`src/rtl/bram_result_reader_if.sv`:
```
// BRAM1 read port and result stream grouped as one bundle.
// master is the reader's view; slave is the memory/sink view.
interface bram_result_reader_if #(
    parameter int unsigned DWIDTH = 32,
    parameter int unsigned AWIDTH = 8
);
    logic [AWIDTH-1:0] addr_b1_o;
    logic              ce_b1_o;
    logic              we_b1_o;
    logic [DWIDTH-1:0] d_b1_o;
    logic [DWIDTH-1:0] q_b1_i;

    logic              m_valid_o;
    logic              m_ready_i;
    logic [DWIDTH-1:0] m_data_o;
    logic              m_last_o;

    modport master (
        output addr_b1_o,
        output ce_b1_o,
        output we_b1_o,
        output d_b1_o,
        input  q_b1_i,
        output m_valid_o,
        input  m_ready_i,
        output m_data_o,
        output m_last_o
    );

    modport slave (
        input  addr_b1_o,
        input  ce_b1_o,
        input  we_b1_o,
        input  d_b1_o,
        output q_b1_i,
        input  m_valid_o,
        output m_ready_i,
        input  m_data_o,
        input  m_last_o
    );
endinterface

```
`src/rtl/bram_result_reader.sv`:
```
// Drains drain_count_i rows from BRAM1 (address 0 upward) onto a valid/ready stream.
// Optional stall counter port enabled by defining BRAM_READER_STALL_CNT_EN.
module bram_result_reader #(
    parameter int unsigned CNT_BIT  = 31,
    parameter int unsigned DWIDTH   = 32,
    parameter int unsigned AWIDTH   = 8,
    parameter int unsigned MEM_SIZE = 256
) (
    input  logic               clk,
    input  logic               reset_n,
    input  logic               start_drain_i,
    input  logic [CNT_BIT-1:0] drain_count_i,
    output logic               idle_o,
    output logic               run_o,
    output logic               done_o,
`ifdef BRAM_READER_STALL_CNT_EN
    output logic [CNT_BIT-1:0] stall_cnt_o,
`endif
    bram_result_reader_if.master bus
);

    if (MEM_SIZE > (1 << AWIDTH)) begin : g_mem_size_check
        $error("MEM_SIZE exceeds the BRAM1 address space");
    end

    typedef enum logic [1:0] {
        StIdle,
        StRun,
        StDone
    } state_e;

    state_e state_q, state_d;

    logic [CNT_BIT-1:0] count_q;
    logic [CNT_BIT-1:0] issue_cnt_q;
    logic [CNT_BIT-1:0] beat_cnt_q;
    logic               inflight_q;

    // Two-entry output buffer: one slot for the row on the wire, one for the row in flight.
    logic [DWIDTH-1:0]  buf_mem_q [2];
    logic               rd_ptr_q;
    logic               wr_ptr_q;
    logic [1:0]         buf_cnt_q;
    logic [1:0]         buf_cnt_d;

    logic               start_ok;
    logic               push;
    logic               pop;
    logic               issue;
    logic               last_beat;
    logic               buf_valid;
    logic [2:0]         occupancy;

    assign start_ok  = (state_q == StIdle) && start_drain_i;
    assign buf_valid = (buf_cnt_q != 2'd0);
    assign push      = inflight_q;
    assign pop       = buf_valid && bus.m_ready_i;
    assign last_beat = (beat_cnt_q == (count_q - {{(CNT_BIT-1){1'b0}}, 1'b1}));

    // Rows already buffered plus the one returning, minus the one leaving this cycle.
    assign occupancy = {1'b0, buf_cnt_q} + {2'b00, inflight_q} - {2'b00, pop};
    assign issue     = (state_q == StRun) && (issue_cnt_q < count_q) && (occupancy < 3'd2);

    assign buf_cnt_d = buf_cnt_q + {1'b0, push} - {1'b0, pop};

    always_comb begin
        state_d = state_q;
        unique case (state_q)
            StIdle: begin
                if (start_drain_i) begin
                    state_d = (drain_count_i != '0) ? StRun : StDone;
                end
            end
            StRun: begin
                if (pop && last_beat) begin
                    state_d = StDone;
                end
            end
            StDone:  state_d = StIdle;
            default: state_d = StIdle;
        endcase
    end

    always_ff @(posedge clk or negedge reset_n) begin
        if (!reset_n) begin
            state_q <= StIdle;
        end else begin
            state_q <= state_d;
        end
    end

    always_ff @(posedge clk or negedge reset_n) begin
        if (!reset_n) begin
            count_q     <= '0;
            issue_cnt_q <= '0;
            beat_cnt_q  <= '0;
            inflight_q  <= 1'b0;
        end else begin
            inflight_q <= issue;
            if (start_ok) begin
                count_q     <= drain_count_i;
                issue_cnt_q <= '0;
                beat_cnt_q  <= '0;
            end else begin
                if (issue) begin
                    issue_cnt_q <= issue_cnt_q + {{(CNT_BIT-1){1'b0}}, 1'b1};
                end
                if (pop) begin
                    beat_cnt_q <= beat_cnt_q + {{(CNT_BIT-1){1'b0}}, 1'b1};
                end
            end
        end
    end

    always_ff @(posedge clk or negedge reset_n) begin
        if (!reset_n) begin
            buf_mem_q[0] <= '0;
            buf_mem_q[1] <= '0;
            rd_ptr_q     <= 1'b0;
            wr_ptr_q     <= 1'b0;
            buf_cnt_q    <= 2'd0;
        end else begin
            if (push) begin
                buf_mem_q[wr_ptr_q] <= bus.q_b1_i;
                wr_ptr_q            <= ~wr_ptr_q;
            end
            if (pop) begin
                rd_ptr_q <= ~rd_ptr_q;
            end
            buf_cnt_q <= buf_cnt_d;
        end
    end

`ifdef BRAM_READER_STALL_CNT_EN
    logic [CNT_BIT-1:0] stall_cnt_q;

    always_ff @(posedge clk or negedge reset_n) begin
        if (!reset_n) begin
            stall_cnt_q <= '0;
        end else if (start_ok) begin
            stall_cnt_q <= '0;
        end else if ((state_q == StRun) && buf_valid && !bus.m_ready_i &&
                     (stall_cnt_q != '1)) begin
            stall_cnt_q <= stall_cnt_q + {{(CNT_BIT-1){1'b0}}, 1'b1};
        end
    end

    assign stall_cnt_o = stall_cnt_q;
`endif

    assign idle_o = (state_q == StIdle);
    assign run_o  = (state_q == StRun);
    assign done_o = (state_q == StDone);

    assign bus.ce_b1_o   = issue;
    assign bus.addr_b1_o = issue ? issue_cnt_q[AWIDTH-1:0] : '0;
    assign bus.we_b1_o   = 1'b0;
    assign bus.d_b1_o    = '0;

    assign bus.m_valid_o = buf_valid;
    assign bus.m_data_o  = buf_valid ? buf_mem_q[rd_ptr_q] : '0;
    assign bus.m_last_o  = buf_valid && last_beat;

endmodule

```
`src/flat_wrapper.sv`:
```
// flat-port wrapper written by rule: the top's interface ports become plain ports
module bram_result_reader_flat 
#(
    parameter int unsigned CNT_BIT  = 31,
    parameter int unsigned DWIDTH   = 32,
    parameter int unsigned AWIDTH   = 8,
    parameter int unsigned MEM_SIZE = 256
)
  (clk, reset_n, start_drain_i, drain_count_i, idle_o, run_o, done_o, bus_addr_b1_o, bus_ce_b1_o, bus_we_b1_o, bus_d_b1_o, bus_q_b1_i, bus_m_valid_o, bus_m_ready_i, bus_m_data_o, bus_m_last_o);
  bram_result_reader_if #(.DWIDTH(DWIDTH), .AWIDTH(AWIDTH)) bus_i ();
  input  logic clk;
  input  logic reset_n;
  input  logic start_drain_i;
  input  logic [CNT_BIT-1:0] drain_count_i;
  output logic idle_o;
  output logic run_o;
  output logic done_o;
  output wire logic [$bits(bus_i.addr_b1_o)-1:0] bus_addr_b1_o;
  output wire logic [$bits(bus_i.ce_b1_o)-1:0] bus_ce_b1_o;
  output wire logic [$bits(bus_i.we_b1_o)-1:0] bus_we_b1_o;
  output wire logic [$bits(bus_i.d_b1_o)-1:0] bus_d_b1_o;
  input wire logic [$bits(bus_i.q_b1_i)-1:0] bus_q_b1_i;
  output wire logic [$bits(bus_i.m_valid_o)-1:0] bus_m_valid_o;
  input wire logic [$bits(bus_i.m_ready_i)-1:0] bus_m_ready_i;
  output wire logic [$bits(bus_i.m_data_o)-1:0] bus_m_data_o;
  output wire logic [$bits(bus_i.m_last_o)-1:0] bus_m_last_o;
  assign bus_addr_b1_o = bus_i.addr_b1_o;
  assign bus_ce_b1_o = bus_i.ce_b1_o;
  assign bus_we_b1_o = bus_i.we_b1_o;
  assign bus_d_b1_o = bus_i.d_b1_o;
  assign bus_i.q_b1_i = bus_q_b1_i;
  assign bus_m_valid_o = bus_i.m_valid_o;
  assign bus_i.m_ready_i = bus_m_ready_i;
  assign bus_m_data_o = bus_i.m_data_o;
  assign bus_m_last_o = bus_i.m_last_o;
  bram_result_reader #(.CNT_BIT(CNT_BIT), .DWIDTH(DWIDTH), .AWIDTH(AWIDTH), .MEM_SIZE(MEM_SIZE)) u_core (.clk(clk), .reset_n(reset_n), .start_drain_i(start_drain_i), .drain_count_i(drain_count_i), .idle_o(idle_o), .run_o(run_o), .done_o(done_o), .bus(bus_i));
endmodule
```
`config.mk`:
```
export PLATFORM = sky130hd
export DESIGN_NAME = bram_result_reader_flat
export DESIGN_NICKNAME = d
export VERILOG_FILES = /design/src/rtl/bram_result_reader_if.sv /design/src/rtl/bram_result_reader.sv /design/src/flat_wrapper.sv
export SDC_FILE = /design/constraint.sdc
export NUM_CORES = 1
export LEC_CHECK = 0
export BUFFER_PORTS_ARGS = -buffer_cell sky130_fd_sc_hd__buf_2
export CORE_ASPECT_RATIO = 0.6
export CORE_MARGIN = 2
export CORE_UTILIZATION = 55
export DETAILED_ROUTE_END_ITERATION = 10
export PLACE_DENSITY = 0.84
export SETUP_SLACK_MARGIN = 0.1
export SYNTH_ARGS = -nofsm -noshare
export SYNTH_HDL_FRONTEND = slang
export SYNTH_SLANG_ARGS = --single-unit
```
`constraint.sdc`:
```
create_clock -name clk -period 5.3 [get_ports clk]
set_clock_uncertainty 0.2 [all_clocks]
set_input_delay 0.265 -clock clk [delete_from_list [all_inputs] [get_ports clk]]
set_output_delay 0.265 -clock clk [all_outputs]
set_load 0.01 [all_outputs]
```
==> key figures <==
Status
  • Status: complete, no violations

Power
  • Power per cell area: 413 nW/um^2
  • Worst VDD drop: 0.000240 V
  • Leakage: 0.00535 uW
  • Pwr Total: 4860 uW

GRT
  • Total gr overflow: 0
  • Vias in the first global route: 8060
  • First-pass GRT wire length: 41.3 mm
  • Initial antenna violation count: 0
  • Largest net degree at the start of global routing: 79
  • Total track usage: 27.5%

Logic synthesis
  • Synth Area in XOR/XNOR: 5.81%
  • Synth Instances: 1043
  • Post-synth EDFFs: 0
  • Post-synthesis compound-gate area fraction: 10.9%
  • Synth cell types: 57
  • Post-synthesis mux area share: 10.9%
  • Post-Synth Adder-Cell Area: 4.60%
  • Yosys warns: 0
  • Mapped Area: 9950 sq um
  • Largest family of logic cells by synthesized area: simple AND/OR/NAND/NOR gates
  • Primary FF master, synth: dfrtp_1
  • Avg Inst Size Synth: 9.54 sq um
  • Seq cells post-synth: 164
  • Asr flop ratio synth: 100%
  • Simple-gate share of the synthesized area: 20.3%
  • Sequential fraction of the synthesis area: 41.3%

Critical path
  • Worst Setup Start Kind: flip-flop
  • Worst Path Arrival: 4.18 ns
  • Kind of critical path: reg -> out
  • Crit Path Max Fanout: 19
  • Critical Path RT: 4.84 ns
  • Crit end category: output pin

Clock tree
  • Clock root cell: clkbuf_16
  • Clock Pin Slew Worst Setup and Hold Paths: 0.08 ns
  • CTS tree: built
  • Clock latency at the later pin of the worst-skew pair: 0.44 ns
  • Number of CTS-inserted buffers: 17
  • Resize count post-CTS: 0
  • Clock Sinks: 164
  • Post-CTS setup buffers: 0
  • Max H-tree Level: 4
  • CTS Buffer Depth: 2
  • CTS Hold Bufs: 64

Routing
  • DR WL/cell: 17.9 microns
  • Met2 WL: 11.1 mm
  • DRT antenna net count: 0
  • Via count: 8606
  • DRC viols: 0
  • Router iterations before antenna repair: 6
  • Met3 routed WL: 2.55 mm
  • M1 WL: 11.9 mm
  • Top Metal Used: met4
  • Routed wire length: 25.8 mm
  • Initial DRC count: 951
  • Via/cell ratio: 5.95

Place
  • DP HPWL: 18.2 mm
  • DP Worst Slack: 1.15 ns
  • PortBufs: 112
  • Final Wtd Congestion: 0.961

Timing
  • Fin. Hold Viols: 0
  • Max Clk Rate: 0.215 GHz
  • Period utilization: 87.6%
  • Final setup violation count: 0
  • Final worst slack: 0.656 ns
  • Hold slack: 0.0525 ns
  • Sum Neg Setup Slack: 0 ns
  • Unrepaired setup endpoints after global routing: false
  • Pins Over Slew Limit: 0
  • Worst Tran Pin Value: 1.12 ns
  • Worst rel slew slack: 25.3%
  • Fin crit period: 4.64 ns

Job
  • Max Cap Viol: 0

Finish
  • Share of layout cells above drive strength 1: 20.3%
  • Commonest non-fill, non-tap cells in the layout: 163 x dfrtp_1, 111 x buf_2, 90 x nor2_1
  • Most common cell after layout, fill and taps aside: dfrtp_1
  • Final Net Count: 1297
  • Antenna Cells: 0
  • Utilization after layout: 65.8%
  • Area Growth Syn to Fin: 18.3%

Die
  • Die X: 178 microns
  • Initial Util: 55.6%
  • Die area: 19200 sq um
  • Core Box Area: 17900 sq um
  • IO Pins: 146
  • Row count: 38
  • Die height: 108 microns

Hold path
  • Hold WC Path Type: in -> reg
cell type report:
cell class | instances | area, sq um
Inverter | 39 | 146
Clock inverter | 12 | 98.8
Tap cell | 240 | 300
Timing Repair Buffer | 187 | 1300
Sequential cell | 164 | 4110
Clock buffer | 19 | 453
Multi-Input combinational cell | 785 | 5370
Fill cell | 1476 | 6110
routing by layer:
layer	vias up	track usage, %
li1	4000	-
met1	4183	41.7
met2	397	39.7
met3	26	6.26
met4	0	6.50
met5	-	0
flip-flops by register name, indices dropped and copies added (netlist names):
| signal | flops |
|---|---|
| u_core.beat_cnt_q | 31 |
| u_core.rd_ptr_q | 1 |
| u_core.wr_ptr_q | 1 |
| u_core.buf_mem_q | 64 |
| u_core.issue_cnt_q | 31 |
| u_core.count_q | 31 |
| u_core.state_q | 2 |
| u_core.buf_cnt_q | 2 |
| u_core.inflight_q | 1 |
synthesized netlist by cell type, drive strengths merged (4+ instances only):
cell type,number,area [sq um]
dfrtp,164,4100
nor2,93,349
nand2,73,274
mux2,65,732
o21ai,50,250
clkbuf,45,169
buf,42,300
inv,39,146
a21oi,38,190
ha,35,438
mux2i,35,350
nand4,35,219
xnor2,33,289
xor2,33,289
nand3,30,150
and3,27,169
nor4,25,184
or4,25,195
o31ai,19,143
nor3,18,90.1
nor2b,12,75.1
a21o,11,82.6
a31oi,11,68.8
a31o,10,87.6
and4,8,70.1
or3,8,50.1
o211ai,7,52.6
a211oi,6,45.0
nand2b,5,31.3
o2111ai,5,43.8
and2,4,25.0
nor3b,4,30.0
worst max-delay path, cell delays in order, from the launching register on:
cell and delay, ns:
dfrtp_1 0.46, o21ai_0 0.19, buf_4 0.16, inv_1 0.11
ha_1 0.32, inv_1 0.06, ha_1 0.13, inv_1 0.05
fa_1 0.48, inv_1 0.04, or4_1 0.54, a21oi_1 0.25
o21a_1 0.58, and3_1 0.24, buf_2 0.13
cells by family (layout without fill, tap and decap cells):
logic type | after synthesis | after routing
DFF | 164 | 164
muxes | 100 | 100
AOI/OAI and AO/OA | 171 | 171
buffers and inverters | 126 | 257
and+or+nand+nor | 379 | 379
xor gates and xnor gates | 66 | 66
adders and majority gates | 36 | 36
other | 1 | 33
stage by stage:
stage                     instances  area, sq um
final                          1446        11800
after global routing           1446        11800
after CTS                      1446        11800
after detailed placement       1351        10600
after global placement         1351        10600
after floorplan                1075        10100
power breakdown:
group | internal [uW] | total (uW) | switching [uW] | leakage (uW)
sequential | 1580 | 1900 | 315 | 0.00202
clock | 631 | 1180 | 546 | 0.000260
combinational | 830 | 1790 | 959 | 0.00306
final timing paths:
check | from | end | slack, ns | cells after the start
max | u_core.buf_cnt_q[1] | bus_addr_b1_o[7] | 0.66 | 14
min | bus_m_ready_i | u_core.rd_ptr_q | 0.05 | 4
max reg2reg | u_core.buf_cnt_q[1] | u_core.issue_cnt_q[27] | 1.18 | 14
min reg2reg | u_core.buf_mem_q[22] | u_core.buf_mem_q[22] | 0.31 | 1
max in group asynchronous | reset_n | u_core.issue_cnt_q[3] | 3.51 | 3
min in group asynchronous | reset_n | u_core.buf_mem_q[10] | 0.24 | 2
No activity file was read; power rests on OpenSTA's default activity.
